### config.mk
export PLATFORM = sky130hd
export DESIGN_NAME = aes_multiblock_fsm
export DESIGN_NICKNAME = d
export VERILOG_FILES = /design/src/rtl/aes_multiblock_fsm.sv
export SDC_FILE = /design/constraint.sdc
export NUM_CORES = 1
export LEC_CHECK = 0
export ABC_AREA = 1
export CORE_MARGIN = 5
export CORE_UTILIZATION = 29
export DETAILED_ROUTE_END_ITERATION = 6
export MAX_ROUTING_LAYER = met4
export SLEW_MARGIN = 5
export SYNTH_ARGS = -nofsm -noshare
export SYNTH_HDL_FRONTEND = slang
export SYNTH_SLANG_ARGS = --single-unit
### constraint.sdc
create_clock -name clk -period 6.7 [get_ports clk]
set_input_delay 1.005 -clock clk [delete_from_list [all_inputs] [get_ports clk]]
set_output_delay 1.005 -clock clk [all_outputs]
set_load 0.01 [all_outputs]
### src/rtl/aes_multiblock_fsm.sv
// aes_multiblock_fsm
//   Controller for a multi-block AES job. It latches the job configuration on
//   start. For each block it then sequences a source load, an engine compute
//   and a sink store. At the end it pulses done_o.
//
//   Ports:
//     clk, reset, clear           clock; synchronous active-high reset and soft clear
//     start_i                     job start pulse (ignored while busy)
//     n_blocks_i, src_base_i,
//     dst_base_i, mode_i          job configuration, latched on start
//     src_req_start_o/src_addr_o  source request and its block address
//     src_ready_start_i/src_done_i
//     snk_req_start_o/snk_addr_o  sink request and its block address
//     snk_ready_start_i/snk_done_i
//     eng_clear_o/eng_start_o/eng_enable_o/eng_decrypt_o/eng_chain_o, eng_done_i
//     busy_o, done_o, blk_cnt_o   status
module aes_multiblock_fsm #(
  parameter int unsigned ADDR_W      = 32,
  parameter int unsigned CNT_W       = 16,
  parameter int unsigned BLOCK_BYTES = 16
) (
  input  logic              clk,
  input  logic              reset,
  input  logic              clear,
  input  logic              start_i,
  input  logic [CNT_W-1:0]  n_blocks_i,
  input  logic [ADDR_W-1:0] src_base_i,
  input  logic [ADDR_W-1:0] dst_base_i,
  input  logic [1:0]        mode_i,
  output logic              src_req_start_o,
  output logic [ADDR_W-1:0] src_addr_o,
  input  logic              src_ready_start_i,
  input  logic              src_done_i,
  output logic              snk_req_start_o,
  output logic [ADDR_W-1:0] snk_addr_o,
  input  logic              snk_ready_start_i,
  input  logic              snk_done_i,
  output logic              eng_clear_o,
  output logic              eng_start_o,
  output logic              eng_enable_o,
  output logic              eng_decrypt_o,
  output logic              eng_chain_o,
  input  logic              eng_done_i,
  output logic              busy_o,
  output logic              done_o,
  output logic [CNT_W-1:0]  blk_cnt_o
);

  typedef enum logic [2:0] {
    S_IDLE,
    S_STARTING,
    S_REQ_SRC,
    S_LOAD,
    S_COMPUTE,
    S_REQ_SNK,
    S_STORE,
    S_FINISHED
  } state_t;

  state_t            state_q, state_d;
  logic [CNT_W-1:0]  blk_cnt_q;
  logic [CNT_W-1:0]  n_blocks_q;
  logic [ADDR_W-1:0] src_base_q;
  logic [ADDR_W-1:0] dst_base_q;
  logic [1:0]        mode_q;
  logic              last_blk;
  logic [ADDR_W-1:0] blk_off;

  // Only evaluated in STORE, where n_blocks_q >= 1, so the subtraction cannot wrap.
  assign last_blk = (blk_cnt_q == (n_blocks_q - CNT_W'(1)));

  // Modulo 2^ADDR_W offset; BLOCK_BYTES need not be a power of two.
  assign blk_off  = ADDR_W'(blk_cnt_q) * ADDR_W'(BLOCK_BYTES);

  always_ff @(posedge clk) begin
    if (reset || clear) begin
      state_q    <= S_IDLE;
      blk_cnt_q  <= '0;
      n_blocks_q <= '0;
      src_base_q <= '0;
      dst_base_q <= '0;
      mode_q     <= '0;
    end else begin
      state_q <= state_d;
      if (state_q == S_IDLE && start_i) begin
        n_blocks_q <= n_blocks_i;
        src_base_q <= src_base_i;
        dst_base_q <= dst_base_i;
        mode_q     <= mode_i;
        blk_cnt_q  <= '0;
      end
      if (state_q == S_STORE && snk_done_i && !last_blk) begin
        blk_cnt_q <= blk_cnt_q + CNT_W'(1);
      end
    end
  end

  always_comb begin
    state_d         = state_q;
    src_req_start_o = 1'b0;
    snk_req_start_o = 1'b0;
    eng_clear_o     = 1'b0;
    eng_start_o     = 1'b0;
    eng_enable_o    = 1'b0;
    done_o          = 1'b0;
    unique case (state_q)
      S_IDLE: begin
        eng_clear_o = 1'b1;
        if (start_i) state_d = S_STARTING;
      end
      S_STARTING: begin
        eng_start_o = 1'b1;
        state_d     = (n_blocks_q == '0) ? S_FINISHED : S_REQ_SRC;
      end
      S_REQ_SRC: begin
        src_req_start_o = 1'b1;
        if (src_ready_start_i) state_d = S_LOAD;
      end
      S_LOAD: begin
        if (src_done_i) begin
          eng_enable_o = 1'b1;
          state_d      = S_COMPUTE;
        end
      end
      S_COMPUTE: begin
        if (eng_done_i) state_d = S_REQ_SNK;
      end
      S_REQ_SNK: begin
        snk_req_start_o = 1'b1;
        if (snk_ready_start_i) state_d = S_STORE;
      end
      S_STORE: begin
        if (snk_done_i) state_d = last_blk ? S_FINISHED : S_REQ_SRC;
      end
      S_FINISHED: begin
        done_o  = 1'b1;
        state_d = S_IDLE;
      end
      default: state_d = S_IDLE;
    endcase
  end

  assign busy_o        = (state_q != S_IDLE);
  assign src_addr_o    = src_base_q + blk_off;
  assign snk_addr_o    = dst_base_q + blk_off;
  assign blk_cnt_o     = blk_cnt_q;
  assign eng_decrypt_o = busy_o && mode_q[0];
  assign eng_chain_o   = busy_o && mode_q[1] && (blk_cnt_q != '0);

endmodule

Yosys cells after proc, flatten, opt, wreduce, memory -nomap -nowiden. Cells that the tools add are included. Widths: inputs -> output; s select.

Add/sub/neg operators: 4. Equality and inequality tests: 14. Mux-type cells: 18. Reduce and logical (&&, ||, !) cells: 14.

Operators by type and width (number): $add 32x20->32 (2); $mux 16 (2); $mux 3 (8); $pmux 3 s8 (1); $add 16x1->16 const B (1); $eq 16x16->1 (1); $logic_not 16->1 (1); $reduce_bool 16->1 (1); $sub 16x1->16 const B (1); $eq 3x3->1 const B (4); $ne 2x2->1 const B (6); $mux 1 (7); $eq 3x2->1 const B (2); $logic_and 1x1->1 (6); $reduce_and 6->1 (1); $eq 3x1->1 const B (1); $logic_not 3->1 (1); $reduce_bool 3->1 (1); $reduce_bool 2->1 (1); $logic_not 1->1 (1); $logic_or 1x1->1 (1).

Bits in registers: 101. Output and inout port bits: 89. Word-level logic and storage cells: 56.

Depth between registers and ports, before layout. Gate-level depths: netlist of the first run.

Word-level depth: 5. Gate-level depth with buffers: 16. Mapped depth without buffers: 15.

Least setup slack after synthesis of the first run. No wires, ideal clock.

Path kind: reg-to-output. Start point: register blk_cnt_q[1], in the netlist blk_cnt_o[1]. End point: output port src_addr_o[22]. Arrival: 2401 ps. Required time: 5695 ps. Slack: 3294 ps. Stages on the path, launching flop included: 12. Buffers on the path: 0. Cell sequence: dfxtp_1 inv_1 fa_1 inv_1 nand3_1 nand2_1 a21oi_1 o21ai_0 a21oi_1 o21ai_1 nand2_1 xor2_1.

Longest elaborated chain between the ends: 1.

Ends and longest elaborated chain: start, declared (line 61) `logic [CNT_W-1:0] blk_cnt_q;`; start signal, assigned (line 93) `blk_cnt_q <= blk_cnt_q + CNT_W'(1);`; $add 32x20->32 (line 144) `assign src_addr_o = src_base_q + blk_off;`; end, declared (line 31) `output logic [ADDR_W-1:0] src_addr_o,`.

Every way passes these cells.

Worst setup path after layout of the first run.
Start point: register blk_cnt_q[1], in the netlist blk_cnt_o[1]. End point: output port src_addr_o[30].

Same word-level chain as after synthesis.

==> impl_metrics.toml, run 1 <==
[detailed_routing]
wl_per_cell_um = 16.52
ant_nets = 0
via_count = 7232
drt_iter0_markers = 488
routed_wl_mm = 24.78
drtPass1Iterations = 5
vias_per_cell = 4.821
route.detailed.drc = 0

[cts]
clock_tree.buffer_depth = 2
clock_sinks = 101
insertion_delay_ns = 0.36
clk_pin_slew_worst_paths_ns = 0.08
htree_levels = 3
cts_tree = "yes"
cts_setup_buffers = 0
cts_buffers = 9
post_cts_resized = 0
clock-root-buffer = "clkbuf_16"
hold_buffers = 0

[cells_and_area]
antenna_cells = 0
drive_above_1_share_pct = 6.463
nets = 1299
area_delta_synth_final_pct = 32.04

[worst_setup_path]
cp-end-kind = "output port"
worstReg2RegEnd = "dst_base_q[5]"
startpoint = "blk_cnt_o[1]"
path_max_fanout = 7
crit_path_start_kind = "register"
r2r_cells = 8
cp.arrival_ns = 3.57
r2r_slack_ns = 3.89
cp-endpoint = "src_addr_o[30]"
r2r_start = "state_q[2]"
worstPathRequired_ns = 5.69
critPathKind = "reg -> out"

[timing]
fmax_ghz = 0.2185
slew_headroom_pct = 32.34
fin_skew_ns = 0.01243
worst_pin_slew_ns = 1.014
setup_viol_count_final = 0
hold-worst-slack_ns = 0.4651
slew_viol_final = 0
min_period_over_period_pct = 68.31
rsz0062_at_grt = "false"
finalHoldViolations = 0
min_period_ns = 4.577
tns_ns = 0

[synthesis]
async_flop_share_pct = 0
synth_top_area_cell = "dfxtp_1"
ys_ff_latch = 101
synth_cells = 1021
ys.flop_type = "dfxtp_1"
synthTopCellsByCount = "198 x nand2_1, 130 x a21oi_1, 101 x dfxtp_1, 94 x nand3_1, 90 x inv_1"
synth_edf_count = 0
netlist_area_um2 = 7099
synth_area_leaders = "dfxtp_1 28%, nand2_1 10%, a21oi_1 9.2%"
ys_types = 46
seq_area_frac_synth_pct = 28.48
synth_fp_nets = 1149
synth_most_common_cell = "nand2_1"
yosysWarnings = 0
synth.avg_cell_area_um2 = 6.953
synth_top_area_share_pct = 28.48

[floorplan]
io_pins = 180
die_w_um = 166.5
core_um2 = 24250
die_h_um = 166.5
initial_core_util_pct = 29.28
rows = 57
dieArea_um2 = 27710

[run_status]
status = "complete, no violations"

[pwr]
p_leak_nw = 3.608
power.internal_mw = 1.037
switchingPower_mw = 0.4687
p_seq_share_pct = 42.6
p_clk_share_pct = 35.1
combPwrFrac_pct = 22.3
power-per-cell-area_nw_per_um2 = 160.6
swShare_pct = 31.12
ir_drop_uv = 111.4

[global_routing]
antenna_found_initial = 0
grt_max_degree = 89
grt_usage_pct = 17.89
overflow = 0
grt_pass1_wl_mm = 38.76
grt_pass1_vias = 6936

[hold_path]
hp-class = "reg -> reg"

[placement]
gp_congestion = 0.9220
io_buffers = 179
dp_hpwl_mm = 18.60

[run]
drv_cap = 0
-- per-stage QoR --
step | setup WS [ns] | util [%] | area (µm²) | power, mW | std cells
finish | 2.123 | 38.66 | 9374 | 1.506 | 1500
global route | 1.795 | 38.66 | 9374 | 1.581 | 1500
CTS | 2.086 | 38.66 | 9374 | 1.521 | 1500
detailed placement | 2.485 | 37.48 | 9087 | 0.9926 | 1484
global placement | 2.610 | 37.48 | 9087 | 0.9927 | 1484
floorplan | 3.294 | - | 7099 | 0.8504 | 1021
-- layout by cell type (no fill, tap or decap), types with 7 or more instances in the layout --
master,n
nand2_1,197
clkdlybuf4s50_1,178
a21oi_1,130
dfxtp_1,101
nand3_1,94
inv_1,90
o21ai_0,64
nor2_1,61
xor2_1,54
ha_1,35
xnor2_1,24
nor3_1,19
nand4_1,11
nor2_2,11
nand3_2,11
nand3b_1,10
a21oi_2,10
buf_4,10
clkbuf_16,9
nor4_1,7
-- worst max-delay path, stage by stage, from the launching register on --
cell and delay, ns:
dfxtp_1 0.48, inv_1 0.19, fa_1 0.48, inv_1 0.07, nand3_1 0.06, nand2_1 0.11
a21oi_1 0.12, o21ai_0 0.30, a21oi_1 0.17, o21ai_1 0.41, nand2_1 0.13, xor2_1 0.15
clkdlybuf4s50_1 0.55
-- sequential cells by signal (all words and copies together) (netlist names) --
name        flops
dst_base_q     32
n_blocks_q     16
mode_q          2
blk_cnt_o      16
src_base_q     32
state_q         3
-- worst min-delay path by stage --
| stage | startpoint | to | slack (ns) | cells past startpoint |
|---|---|---|---|---|
| floorplan | mode_q[0] | mode_q[0] | 0.43 | 2 |
| global placement | mode_q[0] | mode_q[0] | 0.44 | 2 |
| detailed placement | src_base_q[1] | src_base_q[1] | 0.45 | 2 |
| CTS | src_base_q[1] | src_base_q[1] | 0.47 | 2 |
| global route | src_base_q[4] | src_base_q[4] | 0.48 | 2 |
| finish | src_base_q[1] | src_base_q[1] | 0.47 | 2 |
-- cell type report --
class,count,area [µm²]
Tap cell,324,405.4
Sequential cell,101,2022
Multi-Input combinational cell,774,4438
Clock buffer,11,242.7
Fill cell,2570,14870
Clock inverter,5,43.79
Inverter,96,360.3
Timing Repair Buffer,189,1862
-- cells by family after synthesis --
| group | after synthesis | share of synthesized area, % |
|---|---|---|
| simple gates | 434 | 28.71 |
| compound gates | 224 | 16.97 |
| buf+inv | 146 | 9.147 |
| flops | 101 | 28.48 |
| xor+xnor | 79 | 9.958 |
| fa+ha+maj | 37 | 6.732 |
-- power groups by stage --
stage          sequential, mW  clock (mW)  combinational, mW
2_1_floorplan           0.650           0              0.201
3_3_place_gp            0.656           0              0.337
6_report                0.642       0.528              0.336
3_5_place_dp            0.656           0              0.337
4_1_cts                 0.642       0.540              0.339
5_1_grt                 0.645       0.564              0.371
-- layer usage --
metal / wire length (µm) / up-vias / track usage, %
met5: 0 / - / -
met4: 807 / 0 / 6.368
met3: 1301 / 32 / 3.887
met2: 10910 / 202 / 27.43
met1: 11760 / 3298 / 23.33
li1: - / 3700 / -
Power figures use the tool's default switching activity.
==> run 2: changes to the inputs <==
Clock period 6.7 ns to 3.7 ns, I/O delays scaled along.
==> run 2 against run 1 <==
Clock skew fell by 0.0019 ns. Largest power group unchanged. Critical path depth did not move. Cell count rose by 1.4%. Design area rose by 2.9%. Total power rose by 89%. Via count rose by 1.5%.
==> impl_metrics.toml, run 2 (same netlist as run 1, synthesis figures left out) <==
[timing]
min_period_ns = 3.527
fin_skew_ns = 0.01053
fmax_ghz = 0.2835
setup_viol_count_final = 0
rsz0062_at_grt = "true"
slew_viol_final = 0
worst_pin_slew_ns = 0.7891
min_period_over_period_pct = 95.32
finalHoldViolations = 0
hold-worst-slack_ns = 0.4656
slew_headroom_pct = 47.34

[hold_path]
min_from = "src_base_q[4]"
whs_path_depth = 2
min_to = "src_base_q[4]"
hp-class = "reg -> reg"

[cells_and_area]
antenna_cells = 0
drive_above_1_share_pct = 9.273
nets = 1320
area_delta_synth_final_pct = 35.87
layout_common_cells = "196 x nand2_1, 168 x clkdlybuf4s50_1, 127 x a21oi_1"
top_regs = "dst_base_q: 32 flops, src_base_q: 32 flops"
fin_util_pct = 39.78
final_common_cell = "nand2_1"

[worst_setup_path]
crit_path_start_kind = "register"
r2r_start = "state_q[1]"
path_max_fanout = 4
critPathKind = "reg -> out"
slowest_delay_ns = 0.56
r2r_slack_ns = 1.03
worstPathRequired_ns = 3.14
cpMostUsedCell = "inv_1"
crit_path_cell_trace = "ha_1 > inv_1 > fa_1 > inv_1 > nand3_1 > nand2_1 > a21oi_2 > o21ai_1 > nand4_1 > o31ai_1 > xor2_1 > clkdlybuf4s50_1"
cp.arrival_ns = 2.97
r2r_cells = 7
cp-end-kind = "output port"
worstReg2RegEnd = "dst_base_q[5]"
slowest_stage = "clkdlybuf4s50_1"

[detailed_routing]
drt_iter0_markers = 500
route.detailed.drc = 0
wl_per_cell_um = 16.87
via_count = 7337
routed_wl_mm = 25.66
ant_nets = 0
drtPass1Iterations = 5
vias_per_cell = 4.824

[global_routing]
grt_usage_pct = 18.65
grt_max_degree = 69
grt_pass1_vias = 7135
grt_pass1_wl_mm = 40.02
overflow = 0
antenna_found_initial = 0

[floorplan]
core_um2 = 24250
initial_core_util_pct = 29.28
dieArea_um2 = 27710
die_h_um = 166.5
io_pins = 180
rows = 57
die_w_um = 166.5

[placement]
dp_hpwl_mm = 19.68
gp_congestion = 0.8998
io_buffers = 179

[pwr]
power-per-cell-area_nw_per_um2 = 295.8
ir_drop_uv = 191.8
p_leak_nw = 3.884

[cts]
clock_sinks = 101
cts_buffers = 9
hold_buffers = 0
clock_tree.buffer_depth = 2
insertion_delay_ns = 0.36
cts_tree = "yes"
clk_pin_slew_worst_paths_ns = 0.07
htree_levels = 3
clock-root-buffer = "clkbuf_16"

[run]
drv_cap = 0

[run_status]
status = "complete, no violations"
-- run 2: layer usage --
layer | share of wire, % | GRT usage [%] | vias to the layer above
met3 | 5.1 | 3.650 | 35
met2 | 44 | 28.33 | 220
met5 | 0 | - | -
met4 | 2.8 | 5.941 | 0
li1 | - | - | 3764
met1 | 48 | 25.08 | 3318
-- run 2: worst max-delay path: cells and delay by family, from the launching register on --
kind            cells  cell delay [ns]
compound gates      3             0.46
xor+xnor            1             0.22
fa+ha+maj           2             0.55
buf+inv             3             0.69
flops               1             0.37
simple gates        3             0.31
-- run 2: how the worst max path moves through the flow --
stage	startpoint	to	slack (ns)	depth (start not counted)
global placement	blk_cnt_o[0]	src_addr_o[24]	0.21	13
global route	blk_cnt_o[0]	src_addr_o[28]	-0.005	12
finish	blk_cnt_o[0]	src_addr_o[28]	0.17	12
floorplan	blk_cnt_o[1]	src_addr_o[22]	0.74	11
detailed placement	blk_cnt_o[0]	src_addr_o[30]	0.17	13
CTS	blk_cnt_o[0]	src_addr_o[30]	0.005	13
-- run 2: what timing repair did --
action,4_1_cts,5_1_grt
buffers inserted,0,2
gates resized for setup,12,19
endpoints found under the setup margin,14,19
pin swaps,1,1
-- run 2: where the power goes --
part,internal (mW),leakage [nW],switching [mW]
Combinational,0.270,2.91,0.351
Sequential,1.13,0.822,0.0356
Clock,0.614,0.156,0.456
-- run 2: final cells by class --
cell class	instances	area, µm²
flip-flops and latches	101	2024
multi-input cells	774	4489
fillers	2566	14600
well taps	324	405.4
clock buffers	11	242.7
inverters	96	360.3
clock inverters	5	81.33
repair buffers	210	2042
-- run 2: through the flow --
stage,setup TNS (ns),cells,area (µm²),setup WS (ns),power (mW)
floorplan,0,1021,7099,0.7443,1.540
global placement,0,1503,9243,0.2073,1.807
detailed placement,0,1503,9243,0.1687,1.810
CTS,0,1519,9570,0.004847,2.891
global route,-0.004635,1521,9646,-0.004635,2.995
finish,0,1521,9646,0.1731,2.854
